## src/rtl/seg7_scroll_if.sv

```systemverilog
// Avalon-MM slave bus bundle for the 7-segment scroll sequencer.
interface seg7_scroll_if;
  logic [1:0]  address;
  logic        read;
  logic [31:0] readdata;
  logic        write;
  logic [31:0] writedata;

  modport master (
    output address, read, write, writedata,
    input  readdata
  );

  modport slave (
    input  address, read, write, writedata,
    output readdata
  );
endinterface

```

## src/rtl/seg7_scroll_ctrl.sv

```systemverilog
// Scrolls a 16-nibble message through a six-digit hex 7-segment display.
// Define SEG7_SCROLL_IRQ_EN to enable the sticky pass-complete interrupt.
module seg7_scroll_ctrl #(
  parameter int unsigned DEFAULT_PERIOD = 32'd25000000,
  parameter int unsigned MIN_PERIOD     = 32'd2
) (
  input  logic         clk,
  input  logic         reset,
  seg7_scroll_if.slave avs,
  output logic         seg_write,
  output logic [31:0]  seg_writedata,
  output logic         irq
);

  typedef enum logic [1:0] {
    S_IDLE,
    S_UPDATE,
    S_WAIT,
    S_DONE
  } state_e;

  state_e      state_q, state_d;
  logic        run_q, run_d;
  logic        loop_q, loop_d;
  logic        dir_q, dir_d;
  logic [4:0]  len_q, len_d;
  logic [31:0] period_q, period_d;
  logic [63:0] msg_q, msg_d;
  logic [3:0]  pos_q, pos_d;
  logic        done_q, done_d;
  logic [31:0] cnt_q, cnt_d;
  logic        seg_wr_q, seg_wr_d;
  logic [23:0] seg_data_q, seg_data_d;
  logic [31:0] rdata_q, rdata_d;
  logic        irq_q, irq_d;

  logic        ctrl_wr;
  logic        wr_run;
  logic        wr_stop;
  logic        wr_refresh;
  logic        expire;
  logic        pass_set;
  logic        busy;
  logic [4:0]  len_eff;
  logic [4:0]  pos_cur;
  logic [3:0]  pos_nxt;
  logic [4:0]  idx [6];
  logic [23:0] window;

  assign ctrl_wr    = avs.write && (avs.address == 2'd0);
  assign wr_run     = ctrl_wr && avs.writedata[0];
  assign wr_stop    = ctrl_wr && !avs.writedata[0];
  assign wr_refresh = wr_stop && avs.writedata[3];
  assign busy       = (state_q != S_IDLE);
  assign expire     = (cnt_q <= 32'd1);

  always_comb begin
    len_eff = len_q;
    if (len_q < 5'd6) begin
      len_eff = 5'd6;
    end else if (len_q > 5'd16) begin
      len_eff = 5'd16;
    end
  end

  // pos may exceed a freshly shortened len; fold it before use
  assign pos_cur = {1'b0, pos_q} % len_eff;

  always_comb begin
    pos_nxt = 4'd0;
    if (!dir_q) begin
      if (pos_cur + 5'd1 != len_eff) begin
        pos_nxt = 4'(pos_cur + 5'd1);
      end
    end else if (pos_cur == 5'd0) begin
      pos_nxt = 4'(len_eff - 5'd1);
    end else begin
      pos_nxt = 4'(pos_cur - 5'd1);
    end
  end

  assign pass_set = (state_q == S_WAIT) && expire &&
                    !wr_stop && (pos_nxt == 4'd0);

  // len_eff >= 6 keeps pos+5 below 2*len, so one fold suffices
  always_comb begin
    window = '0;
    for (int k = 0; k < 6; k++) begin
      idx[k] = pos_cur + 5'd5 - 5'(k);
      if (idx[k] >= len_eff) begin
        idx[k] = idx[k] - len_eff;
      end
      window[4*k +: 4] = msg_q[{idx[k][3:0], 2'b00} +: 4];
    end
  end

  always_comb begin
    state_d    = state_q;
    run_d      = run_q;
    loop_d     = loop_q;
    dir_d      = dir_q;
    len_d      = len_q;
    period_d   = period_q;
    msg_d      = msg_q;
    pos_d      = pos_q;
    done_d     = done_q;
    cnt_d      = cnt_q;
    seg_wr_d   = 1'b0;
    seg_data_d = seg_data_q;
    rdata_d    = rdata_q;
    irq_d      = irq_q;

    if (avs.write) begin
      unique case (avs.address)
        2'd0: begin
          run_d  = avs.writedata[0];
          loop_d = avs.writedata[1];
          dir_d  = avs.writedata[2];
          len_d  = avs.writedata[8:4];
        end
        2'd1: begin
          period_d = (avs.writedata < MIN_PERIOD) ?
                     MIN_PERIOD : avs.writedata;
        end
        2'd2: msg_d[31:0]  = avs.writedata;
        2'd3: msg_d[63:32] = avs.writedata;
      endcase
    end

    unique case (state_q)
      S_IDLE, S_DONE: begin
        state_d = S_IDLE;
        if (wr_run) begin
          pos_d   = 4'd0;
          done_d  = 1'b0;
          state_d = S_UPDATE;
        end else if (wr_refresh) begin
          state_d = S_UPDATE;
        end
      end
      S_UPDATE: begin
        if (wr_stop) begin
          state_d = S_IDLE;
        end else begin
          seg_wr_d   = 1'b1;
          seg_data_d = window;
          if (run_q) begin
            cnt_d   = period_q - 32'd1;
            state_d = S_WAIT;
          end else begin
            state_d = S_IDLE;
          end
        end
      end
      S_WAIT: begin
        if (wr_stop) begin
          state_d = S_IDLE;
        end else if (expire) begin
          pos_d   = pos_nxt;
          state_d = S_UPDATE;
          if (pass_set && !loop_q) begin
            state_d = S_DONE;
            pos_d   = 4'd0;
            run_d   = 1'b0;
            done_d  = 1'b1;
          end
        end else begin
          cnt_d = cnt_q - 32'd1;
        end
      end
    endcase

    if (avs.read) begin
      unique case (avs.address)
        2'd0: rdata_d = {irq_q, 3'b000, pos_q, 6'b000000,
                         done_q, busy, 7'b0000000, len_q,
                         1'b0, dir_q, loop_q, run_q};
        2'd1: rdata_d = period_q;
        2'd2: rdata_d = msg_q[31:0];
        2'd3: rdata_d = msg_q[63:32];
      endcase
    end

`ifdef SEG7_SCROLL_IRQ_EN
    if (pass_set) begin
      irq_d = 1'b1;
    end
    if (ctrl_wr && avs.writedata[31]) begin
      irq_d = 1'b0;
    end
`else
    irq_d = 1'b0;
`endif
  end

  always_ff @(posedge clk) begin
    if (reset) begin
      state_q    <= S_IDLE;
      run_q      <= 1'b0;
      loop_q     <= 1'b0;
      dir_q      <= 1'b0;
      len_q      <= 5'd0;
      period_q   <= DEFAULT_PERIOD;
      msg_q      <= 64'd0;
      pos_q      <= 4'd0;
      done_q     <= 1'b0;
      cnt_q      <= 32'd0;
      seg_wr_q   <= 1'b0;
      seg_data_q <= 24'd0;
      rdata_q    <= 32'd0;
      irq_q      <= 1'b0;
    end else begin
      state_q    <= state_d;
      run_q      <= run_d;
      loop_q     <= loop_d;
      dir_q      <= dir_d;
      len_q      <= len_d;
      period_q   <= period_d;
      msg_q      <= msg_d;
      pos_q      <= pos_d;
      done_q     <= done_d;
      cnt_q      <= cnt_d;
      seg_wr_q   <= seg_wr_d;
      seg_data_q <= seg_data_d;
      rdata_q    <= rdata_d;
      irq_q      <= irq_d;
    end
  end

  assign avs.readdata  = rdata_q;
  assign seg_write     = seg_wr_q;
  assign seg_writedata = {8'h00, seg_data_q};
  assign irq           = irq_q;

endmodule

```

## src/flat_wrapper.sv

```systemverilog
// flat-port wrapper written by rule: the top's interface ports become plain ports
module seg7_scroll_ctrl_flat 
#(
  parameter int unsigned DEFAULT_PERIOD = 32'd25000000,
  parameter int unsigned MIN_PERIOD     = 32'd2
)
  (clk, reset, seg_write, seg_writedata, irq, avs_address, avs_read, avs_write, avs_writedata, avs_readdata);
  seg7_scroll_if avs_i ();
  input  logic clk;
  input  logic reset;
  output logic seg_write;
  output logic [31:0] seg_writedata;
  output logic irq;
  input wire logic [$bits(avs_i.address)-1:0] avs_address;
  input wire logic [$bits(avs_i.read)-1:0] avs_read;
  input wire logic [$bits(avs_i.write)-1:0] avs_write;
  input wire logic [$bits(avs_i.writedata)-1:0] avs_writedata;
  output wire logic [$bits(avs_i.readdata)-1:0] avs_readdata;
  assign avs_i.address = avs_address;
  assign avs_i.read = avs_read;
  assign avs_i.write = avs_write;
  assign avs_i.writedata = avs_writedata;
  assign avs_readdata = avs_i.readdata;
  seg7_scroll_ctrl #(.DEFAULT_PERIOD(DEFAULT_PERIOD), .MIN_PERIOD(MIN_PERIOD)) u_core (.clk(clk), .reset(reset), .avs(avs_i), .seg_write(seg_write), .seg_writedata(seg_writedata), .irq(irq));
endmodule
```

## config.mk

```make
export PLATFORM = sky130hd
export DESIGN_NAME = seg7_scroll_ctrl_flat
export DESIGN_NICKNAME = d
export VERILOG_FILES = /design/src/rtl/seg7_scroll_if.sv /design/src/rtl/seg7_scroll_ctrl.sv /design/src/flat_wrapper.sv
export SDC_FILE = /design/constraint.sdc
export NUM_CORES = 1
export LEC_CHECK = 0
export ABC_AREA = 1
export CAP_MARGIN = 5
export CELL_PAD_IN_SITES_DETAIL_PLACEMENT = 0
export CELL_PAD_IN_SITES_GLOBAL_PLACEMENT = 1
export CORE_ASPECT_RATIO = 2
export CORE_UTILIZATION = 39
export DETAILED_ROUTE_END_ITERATION = 12
export GPL_ROUTABILITY_DRIVEN = 0
export PLACE_DENSITY_LB_ADDON = 0.05
export SYNTH_ARGS = -nofsm -noshare
export SYNTH_HDL_FRONTEND = slang
export SYNTH_SLANG_ARGS = --single-unit
```

## constraint.sdc

```tcl
create_clock -name clk -period 8.1 [get_ports clk]
set_clock_uncertainty 0.05 [all_clocks]
set_input_delay 1.215 -clock clk [delete_from_list [all_inputs] [get_ports clk]]
set_output_delay 1.215 -clock clk [all_outputs]
set_load 0.01 [all_outputs]
```

==> results.txt, run 1 <==
In this run the remaining antenna-violating nets after routing total 0. The signed area change from the synthesized netlist to the final layout came out at 16.8%. The post-route minimum period came out at 7.71 ns. The clock network latency to the later pin of the worst-skew pair came out at 0.48 ns.

On the final layout, the worst hold slack is 0.421 ns. The final-report max-slew violation count came out at 0. Yosys attributes the largest share of cell area to sky130_fd_sc_hd__dfxtp_1, sky130_fd_sc_hd__nand2_1, sky130_fd_sc_hd__o21ai_0. The placeable core area is 0.0393 mm². The count of buffers inserted at the top-level ports came out at 94. The critical path is of the reg -> reg type.

The number of placement rows came out at 103. Entering global routing, the biggest net connects 73 pins. TritonCTS built the clock tree. The flip-flop and latch count after synthesis is 200. The worst setup path is launched from a flip-flop. The data arrival time of the worst path came out at 8.00 ns. The portion of the clock cycle consumed by the worst path in the final layout is 95.2%. Setup violations remaining at the end of the flow were counted as 0.

The run finished with clean final reports. The most used flip-flop cell after synthesis is sky130_fd_sc_hd__dfxtp_1. The minimum setup slack after placement came out at -0.290 ns.

The tool flagged a number of max-cap violations equal to 0. For this design the top-level I/O count stands at 104. The share of async-settable or async-resettable flops after synthesis came out at 0%. The height of the die is 284 µm.

For this run, the slowest stage of the critical path takes 0.36 ns. The post-synthesis area per instance came out at 6.35 µm². Among the stages of the critical path, the cell type that occurs most often is sky130_fd_sc_hd__nand2_1. The detailed-route wire length per cell is 24.2 µm. The hold violation total from the final report came to 0.

The unique cell type count in the Yosys netlist came out at 65. Leaving out fill and tap cells, the most frequent cell in the layout is sky130_fd_sc_hd__nand2_1. In this run the cell area of the synthesized design comes to 0.0155 mm².

Synthesis produced a netlist whose cell count is 2,441. The die span in x is 143 µm. The type of the tightest min-delay check is reg -> reg. The first-pass GRT wire length came out at 106,000 µm.

The buffer type at the clock tree root is sky130_fd_sc_hd__clkbuf_16. The largest fanout on the critical path is 8. Yosys mapped a number of flops with a built-in enable equal to 0. Clock-pin slew was measured on the worst setup and hold paths at 0.08 ns. The number of antenna violations at the first check in global routing is 5.

The launch instance of the worst register-to-register path is u_core.len_q[1]. The detailed-route vias per instance came out at 5.80. The number of buffers between clock root and the deepest sink came out at 2. The number of buffers added to fix hold violations after cts is 0.

The sequential area share after synthesis is 25.8%. The iteration count of the initial detailed-routing pass came out at 6. In this run the critical register-to-register path is captured at u_core.seg_data_q[20]. The area enclosed by the die boundary is 0.0406 mm².

The worst setup path is captured at a flip-flop. The share of cells above drive strength 1 is 9.67%. The number of global-route vias before repair came to 16,792.

Measured in cells, the most critical reg-to-reg path has a length of 52. The data required time at the worst endpoint is 8.39 ns. Summed over all instances, the cell type with the most area after synthesis is sky130_fd_sc_hd__dfxtp_1. The via count of the routed design came out at 17,615.

The total global routing track utilization is 36.0%. The register-to-register setup slack came out at 0.39 ns. The fmax came out at 130 MHz.

After synthesis, the largest area contributor takes up 25.8% of total cell area. On the critical path, the stage with the largest delay is an instance of sky130_fd_sc_hd__dfxtp_1. The first-iteration detailed-routing DRC count came out at 1,273. After legalization and detailed placement, the total HPWL measured 53,900 µm. The clock drives 200 sinks. The initial core utilization is 39.4%. The overall routed net length came out at 73,700 µm. The startpoint identified for the worst hold timing path is u_core.avs.readdata[22]. The worst hold path cell count came out at 2. The path with the worst hold slack has its endpoint at u_core.avs.readdata[22]. The actual slew at the worst max-slew pin came out at 1.35 ns. The number of remaining DRC errors is 0.

The final worst slack is 0.390 ns. The library cells used most frequently in the layout, excluding fill and tap cells, are sky130_fd_sc_hd__nand2_1, sky130_fd_sc_hd__o21ai_0, sky130_fd_sc_hd__inv_1, sky130_fd_sc_hd__nor2_1, sky130_fd_sc_hd__a21oi_1. The H-tree generated during clock tree synthesis spans 4 levels. The final global-route overflow total is 0. After the last flow step, the layout net total stands at 2,597. The number of warning messages in the yosys log came out at 0.

The CTS buffer count came out at 17. The worst slew margin relative to its limit is 9.45%.
==> sequential cells by signal, indices dropped and copies added (netlist names) <==
| name | cells |
|---|---|
| u_core.msg_q | 64 |
| u_core.avs.readdata | 32 |
| u_core.cnt_q | 32 |
| u_core.period_q | 32 |
| u_core.seg_data_q | 24 |
| u_core.len_q | 5 |
| u_core.pos_q | 4 |
| u_core.state_q | 2 |
| u_core.dir_q | 1 |
| u_core.done_q | 1 |
| u_core.loop_q | 1 |
| u_core.run_q | 1 |
| u_core.seg_write | 1 |
==> routing by layer <==
metal  GRT usage, %  wire, µm  vias up
met5              0        27        -
met4           36.3      8610        4
met3           8.79      5170      361
met2           60.5     35400      749
met1           34.8     24400     8146
li1               -         -     8355
==> cell usage after synthesis, drive strengths merged (2+ instances only) <==
library cell,count
nand2,503
o21ai,378
inv,264
nor2,252
a21oi,217
dfxtp,200
nand3,104
clkbuf,92
o211ai,75
ha,54
buf,44
o22ai,43
xor2,41
nor3,23
a211oi,21
nand4,16
a31oi,14
o221ai,14
xnor2,14
nor4,10
or2,9
a21o,8
a221oi,8
o21a,6
o31ai,6
fa,5
a41oi,3
nand3b,3
a31o,2
o21bai,2
o311ai,2
==> area by class of cell <==
| type | instances | area [µm²] |
|---|---|---|
| fillers | 4210 | 21200 |
| well taps | 525 | 657 |
| multi-input cells | 1857 | 10300 |
| inverters | 265 | 1020 |
| clock inverters | 12 | 158 |
| repair buffers | 159 | 1490 |
| diodes | 2 | 5.00 |
| clock buffers | 19 | 453 |
| flip-flops and latches | 200 | 4000 |
==> critical path: cells and delay by family, from the launching register on <==
| kind | cells | cell delay (ns) |
|---|---|---|
| DFF | 1 | 0.36 |
| adders and majority gates | 6 | 1.59 |
| AOI/OAI and AO/OA | 11 | 1.83 |
| buffers and inverters | 11 | 1.13 |
| and+or+nand+nor | 23 | 2.43 |
| xor gates and xnor gates | 1 | 0.15 |
==> worst max path at each step <==
stage	from	end	slack (ns)	cells past startpoint
3_3_place_gp	u_core.len_q[1]	u_core.seg_data_q[7]	-0.19	44
2_1_floorplan	u_core.len_q[3]	u_core.seg_data_q[22]	0.35	45
3_5_place_dp	u_core.len_q[1]	u_core.seg_data_q[4]	-0.29	43
6_report	u_core.len_q[1]	u_core.seg_data_q[20]	0.39	52
5_1_grt	u_core.len_q[1]	u_core.seg_data_q[20]	-0.04	52
4_1_cts	u_core.len_q[1]	u_core.seg_data_q[20]	0.08	49
==> cells by family (layout without fill, tap and decap cells) <==
group,count (synthesis),after routing,share of synthesized area (%)
AND/OR/NAND/NOR,922,922,25.4
other,1,12,0.0242
XOR/XNOR,55,55,3.40
AO/OA/AOI/OAI,803,811,29.9
adder cells (fa/ha/maj),59,59,5.00
buffers and inverters,401,455,10.4
flip-flops,200,200,25.8
==> per-stage QoR <==
stage	TNS [ns]	cell area (µm²)	std cells	utilization (%)
6_report	0	18100	3039	46.1
5_1_grt	-0.0579	18100	3037	46.0
4_1_cts	0	17600	3017	44.7
3_5_place_dp	-1.18	16900	2978	43.0
3_3_place_gp	-0.696	16900	2978	43.0
2_1_floorplan	0	15500	2450	-
==> timing repair <==
action / 4_1_cts / 5_1_grt
setup buffers: 5 / 14
resized for setup: 3 / 79
pin swaps: 5 / 12
endpoints found under the setup margin: 5 / 24
cloned: 3 / 6
Power of run 1 is left out: the tool's default activity adds up to more than one toggle a clock period on the data nets, which glitch-free logic cannot reach.
==> run 2: changes to the inputs <==
==> constraint.sdc (replaced) <==
create_clock -name clk -period 8.1 [get_ports clk]
set_clock_uncertainty 0.05 [all_clocks]
set_input_delay 1.62 -clock clk [delete_from_list [all_inputs] [get_ports clk]]
set_output_delay 1.62 -clock clk [all_outputs]
set_load 0.01 [all_outputs]
==> run 2 against run 1 <==
Compared with the run above:
- global-route usage up 0.11 points
- cell count up 0.16%
- non-clock buffer count is 6 higher
- die area unchanged
- setup slack worse by 0.15 ns
- routed wire length about the same
- critical endpoint is now u_core.seg_data_q[15]
- worst hold slack got worse by 0.0035 ns
- cell area grew 0.18%
- highest routed layer unchanged
- critical path depth fell by 5
- maximum frequency shrank 1.9%
- critical path type unchanged
==> results.txt, run 2 (synthesized netlist as in run 1, its figures left out) <==
The count of buffers inserted at the top-level ports is 94. From left edge to right edge, the die measures 143 µm. The fmax is 127 MHz. After legalization and detailed placement, the total HPWL measured 53,900 µm. The worst hold path endpoint is u_core.avs.readdata[18]. The via count of the routed design came out at 17,652.

STA classifies the critical path startpoint as a flip-flop. The overall routed net length came out at 73,600 µm. The number of global-route vias before repair is 16,757.

The clock network latency to the later pin of the worst-skew pair came out at 0.47 ns. For the worst setup path, the data required time is 8.42 ns. The register with the most flip-flops in the final layout is u_core.msg_q.

In this run the critical register-to-register path is launched from u_core.len_q[1]. For the pin with the worst max-slew slack, the measured transition is 1.19 ns. STA puts the critical path data arrival time at 8.18 ns. The number of clock sinks came out at 200. The endpoint identified for the worst register-to-register timing path is u_core.seg_data_q[15].

The worst reg2reg path depth is 47. The CTS buffer count came out at 17. Leaving out fill and tap cells, the most frequent cell in the layout is sky130_fd_sc_hd__nand2_1. On the worst path, the slowest cell contributes a delay of 0.38 ns.

The detailed-route wire length per cell is 24.2 µm. The placeable core area is 0.0393 mm². Leaving out fill and tap cells, the most frequent cells in the layout are sky130_fd_sc_hd__nand2_1, sky130_fd_sc_hd__o21ai_0, sky130_fd_sc_hd__inv_1, sky130_fd_sc_hd__nor2_1, sky130_fd_sc_hd__a21oi_1. Setup repair after global routing could not meet its margin everywhere. The largest fanout on the critical path came out at 34. The iteration count of the initial detailed-routing pass came out at 8.

The number of buffers between clock root and the deepest sink is 2. The type of the tightest min-delay check is reg -> reg. The floorplan step set the die height to 284 µm.

On the final layout, the worst hold slack is 0.417 ns. The number of remaining DRC errors came out at 0. The final-report max-slew violation count came to 0.

On the critical path, the stage with the largest delay is an instance of sky130_fd_sc_hd__buf_4. By startpoint and endpoint, the worst setup path is classified as reg -> reg. Once layout is complete, the utilization of the core stands at 46.1%.

Dividing the final minimum period by the clock period gives 97.0%. The first-iteration detailed-routing DRC count came out at 1,402. In this run the most critical hold path is launched from u_core.avs.readdata[18]. The count of fill cells added during filler insertion is 4,269. The worst setup path is captured at a flip-flop.

Max-cap violations in this run came to 0. The worst slew margin relative to its limit is 20.9%. The initial utilization of the core area, before any placement, comes to 39.4%. The hold violation total from the final report came out at 0.

The post-route minimum period came out at 7.86 ns. The maximum number of pins on one net before global-route repair is 83. The buffer type at the clock tree root is sky130_fd_sc_hd__clkbuf_16. The flow ran to the end, and the final reports show no timing, DRC or antenna violations. The TritonCTS clock tree is built. The number of buffers added to fix hold violations after cts is 0. The worst hold path cell count came out at 2. The area growth from synthesis to layout is 17.0%. The detail route stage leaves a number of antenna-violating nets equal to 0. Cells with a size suffix above 1 make up 9.81% of the layout. Clock-pin slew was measured on the worst setup and hold paths at 0.08 ns.

At the end of the flow, the number of nets in the layout was 2,601. The detailed-route vias per instance is 5.80. The final count of negative-setup-slack endpoints is 0. The first-pass GRT wire length came out at 106,000 µm.

During I/O placement, the number of pins put on the boundary was 104. The number of flip-flops in the largest register came out at 64. For this run the aggregate overflow at the end of global routing stands at 0. The number of antenna violations at the first check in global routing was 4. The number of placement rows is 103. The area enclosed by the die boundary is 0.0406 mm². The number of H-tree levels is 4.

The total global routing track utilization is 36.1%. Setup slack on the worst reg-to-reg path comes out at 0.24 ns.
-- run 2: cell count changes in the layout (fill, tap and decap cells not counted), moves of 3 or more --
cell | previous run | this run
sky130_fd_sc_hd__nand2_2 | 19 | 16
sky130_fd_sc_hd__a21oi_1 | 204 | 201
sky130_fd_sc_hd__buf_4 | 58 | 64
sky130_fd_sc_hd__nand3_2 | 9 | 12
sky130_fd_sc_hd__nand2_1 | 475 | 480
sky130_fd_sc_hd__o21ai_4 | 14 | 10
sky130_fd_sc_hd__a21oi_2 | 7 | 11
-- run 2: layer usage --
| metal | track usage, % | routed length (µm) |
|---|---|---|
| met5 | 0 | 25 |
| met3 | 7.76 | 4430 |
| met1 | 35.6 | 25000 |
| met4 | 34.2 | 7490 |
| met2 | 61.6 | 36600 |
-- run 2: metrics by stage --
stage	setup TNS, ns	instance area (µm²)	std cells	worst slack (ns)
after floorplan	0	15500	2450	0.352
after global placement	-0.761	16900	2980	-0.213
after detailed placement	-1.37	16900	2980	-0.329
after CTS	0	17600	3021	0.0191
after global routing	-0.999	18100	3042	-0.186
final	0	18100	3044	0.241
-- run 2: layout make-up --
| type | instances | area, µm² | share of cell area (%) |
|---|---|---|---|
| Inverter | 265 | 1020 | 5.63 |
| Antenna cell | 2 | 5.00 | 0.0276 |
| Timing Repair Buffer | 165 | 1530 | 8.44 |
| Tap cell | 525 | 657 | 3.62 |
| Clock inverter | 12 | 179 | 0.987 |
| Clock buffer | 20 | 457 | 2.52 |
| Multi-Input combinational cell | 1855 | 10300 | 56.7 |
| Sequential cell | 200 | 4000 | 22.1 |
-- run 2: worst max-delay path by stage --
stage / start / endpoint / slack [ns] / cells after the start
final: u_core.len_q[1] / u_core.seg_data_q[15] / 0.24 / 47
after global routing: u_core.len_q[1] / u_core.seg_data_q[13] / -0.19 / 48
after CTS: u_core.len_q[1] / u_core.seg_data_q[20] / 0.02 / 49
after detailed placement: u_core.len_q[1] / u_core.seg_data_q[7] / -0.33 / 43
after global placement: u_core.len_q[1] / u_core.seg_data_q[7] / -0.21 / 44
after floorplan: u_core.len_q[3] / u_core.seg_data_q[22] / 0.35 / 45
-- run 2: worst max-delay path, delay by kind of cell, from the launching register on --
family,cells,cell delay (ns)
buffers and inverters,12,1.40
AOI/OAI and AO/OA,7,1.43
and+or+nand+nor,22,2.86
DFF,1,0.36
xor gates and xnor gates,1,0.18
adders and majority gates,5,1.48
-- run 2: repair_timing --
item                       in CTS  in global routing
setup buffers                   6                 17
setup endpoints to repair       5                 24
pin swaps                       5                 14
gates resized for setup         3                 72
cloned                          3                  4
Power of run 2 is left out for the same reason.
==> run 3: changes to the inputs <==
- MAX_ROUTING_LAYER: unset -> met4
==> run 3 against run 2 <==
Compared with the run above:
- non-clock buffer count is 3 higher
- critical endpoint is now u_core.seg_data_q[19]
- register-to-register slack better by 0.12 ns
- first-iteration DRC count is 1.4% higher
- critical path type unchanged
- utilization is 0.24 points higher
==> results.txt, run 3 (synthesized netlist as in run 1, its figures left out) <==
In this run the critical register-to-register path is launched from u_core.len_q[3]. The height of the die came out at 284 µm. The library cells used most frequently in the layout, excluding fill and tap cells, are sky130_fd_sc_hd__nand2_1, sky130_fd_sc_hd__o21ai_0, sky130_fd_sc_hd__inv_1, sky130_fd_sc_hd__nor2_1, sky130_fd_sc_hd__a21oi_1.

The data required time at the worst endpoint is 8.47 ns. The die span in x came out at 143 µm. The worst hold margin came out at 0.421 ns. The clock period could shrink to 7.74 ns. The cell sitting at the root of the clock tree is a sky130_fd_sc_hd__clkbuf_16. The clock reaches the later pin of the worst-skew pair after 0.47 ns. TritonCTS built the clock tree. The most common library cell in the layout ignoring fill and taps is sky130_fd_sc_hd__nand2_1. After clock tree synthesis, the clock-pin slew on the worst setup and hold paths is 0.08 ns.

The hold violation total from the final report was 0. Global routing used 37.2% of the available tracks across all layers. The flow ran to the end, and the final reports show no timing, DRC or antenna violations.

The first-iteration detailed-routing DRC count came out at 1,422. The worst hold path cell count is 2. STA classifies the critical path startpoint as a flip-flop. The number of remaining DRC errors came out at 0. The number of antenna violations at the first check in global routing is 6. The critical path endpoint category is a flip-flop. Measured in cells, the most critical reg-to-reg path has a length of 47. The largest fanout on the critical path is 36. The maximum number of pins on one net before global-route repair is 83.

Relative to the synthesized area, the layout overhead comes to 17.6%. The placeable core area came out at 0.0393 mm². In this run the count of I/O pins placed on the die edge is 104. The detailed placer's ending HPWL came out at 53,900 µm. The register with the most flip-flops in the final layout is u_core.msg_q. The number of H-tree levels came out at 4. The endpoint identified for the worst register-to-register timing path is u_core.seg_data_q[19]. The number of buffers between clock root and the deepest sink came out at 2.

The CTS buffer count came out at 17. The number of placement rows is 103. The type of the tightest min-delay check is reg -> reg. The number of buffers and inverters on the critical path is 9. The overall routed net length came out at 74,000 µm. The initial core utilization is 39.4%. The portion of the clock cycle consumed by the worst path in the final layout came out at 95.6%. The count of buffers inserted at the top-level ports came out at 94. The worst slew margin relative to its limit came out at 16.2%. On the worst path, the slowest cell contributes a delay of 0.56 ns. The iteration count of the initial detailed-routing pass came out at 5.

The die covers 0.0406 mm². Once detail routing completed, the nets flagged for antenna violations numbered 0. The start-to-end type of the worst setup path is reg -> reg. The count of max-cap constraint violations came out at 0.

The number of clock sinks came out at 200. The worst hold path terminates at u_core.avs.readdata[22]. The number of global-route vias before repair came out at 16,767. Among cell families on the critical path, the largest total delay comes from simple AND/OR/NAND/NOR gates. Setup violations remaining at the end of the flow were counted as 0.

Across all register-to-register paths, the minimum setup slack is 0.36 ns. The share of cells above drive strength 1 came out at 10.0%. The number of buffers added to fix hold violations after cts came out at 0. The final global-route overflow total came out at 0. The detailed-route wire length per cell is 24.2 µm.

The via count of the routed design came out at 17,797. The first-pass GRT wire length is 106,000 µm. The number of flip-flops in the largest register is 64. At the worst endpoint, the arrival time is 8.11 ns. The final layout contains 2,606 nets. The start point of the worst min-delay path is u_core.avs.readdata[22]. The slowest stage of the critical path is the sky130_fd_sc_hd__o22ai_1 cell. The fmax is 129 MHz. The actual slew at the worst max-slew pin came out at 1.26 ns. The detailed-route vias per instance came out at 5.83. The most numerous cell type found on the critical path is sky130_fd_sc_hd__nand2_1. The final-report max-slew violation count is 0.
-- run 3: cell types whose count changed in the layout (fill, tap and decap cells not counted), sizes merged --
cell / change
inv: +1
diode: +5
buf: +3
o21ai: +2
clkinvlp: -1
-- run 3: worst max path at each step --
stage / from / end / cells after the start
finish: u_core.len_q[3] / u_core.seg_data_q[19] / 47
global route: u_core.len_q[1] / u_core.seg_data_q[4] / 51
CTS: u_core.len_q[1] / u_core.seg_data_q[20] / 49
detailed placement: u_core.len_q[1] / u_core.seg_data_q[7] / 43
global placement: u_core.len_q[1] / u_core.seg_data_q[7] / 44
floorplan: u_core.len_q[3] / u_core.seg_data_q[22] / 45
-- run 3: final cells by class --
type	count	area, µm²
tap	525	657
inverter	265	1020
fill	4265	21100
clock inverter	12	179
clock buffer	20	457
sequential	200	4010
antenna	7	17.5
timing repair buffer	168	1560
multi-input combinational	1857	10300
-- run 3: metal layers --
layer | wire (µm) | track usage, % | vias to the layer above
met1 | 24900 | 35.2 | 8308
met3 | 4490 | 8.15 | 347
met4 | 8080 | 35.6 | 0
met5 | 0 | - | -
li1 | - | - | 8387
met2 | 36600 | 61.1 | 755
-- run 3: what timing repair did --
action	in CTS	in global routing
resized for setup	3	85
gates cloned	3	6
pin swaps	5	15
endpoints found under the hold margin	0	0
endpoints found under the setup margin	5	24
buffers inserted	6	20
-- run 3: through the flow --
stage          TNS, ns  instance area (µm²)  worst slack (ns)  util [%]  std cells
6_report             0                18200             0.359      46.4       3054
5_1_grt         -0.492                18200           -0.0757      46.4       3053
3_3_place_gp    -0.761                16900            -0.213      43.0       2980
3_5_place_dp     -1.37                16900            -0.329      43.0       2980
4_1_cts              0                17600            0.0191      44.9       3021
2_1_floorplan        0                15500             0.352         -       2450
-- run 3: tightest hold or removal path, stage by stage (launching register included) --
cell	delay [ns]
sky130_fd_sc_hd__dfxtp_1	0.31
sky130_fd_sc_hd__nand2_1	0.06
sky130_fd_sc_hd__a21oi_1	0.05
Power of run 3 is left out for the same reason.
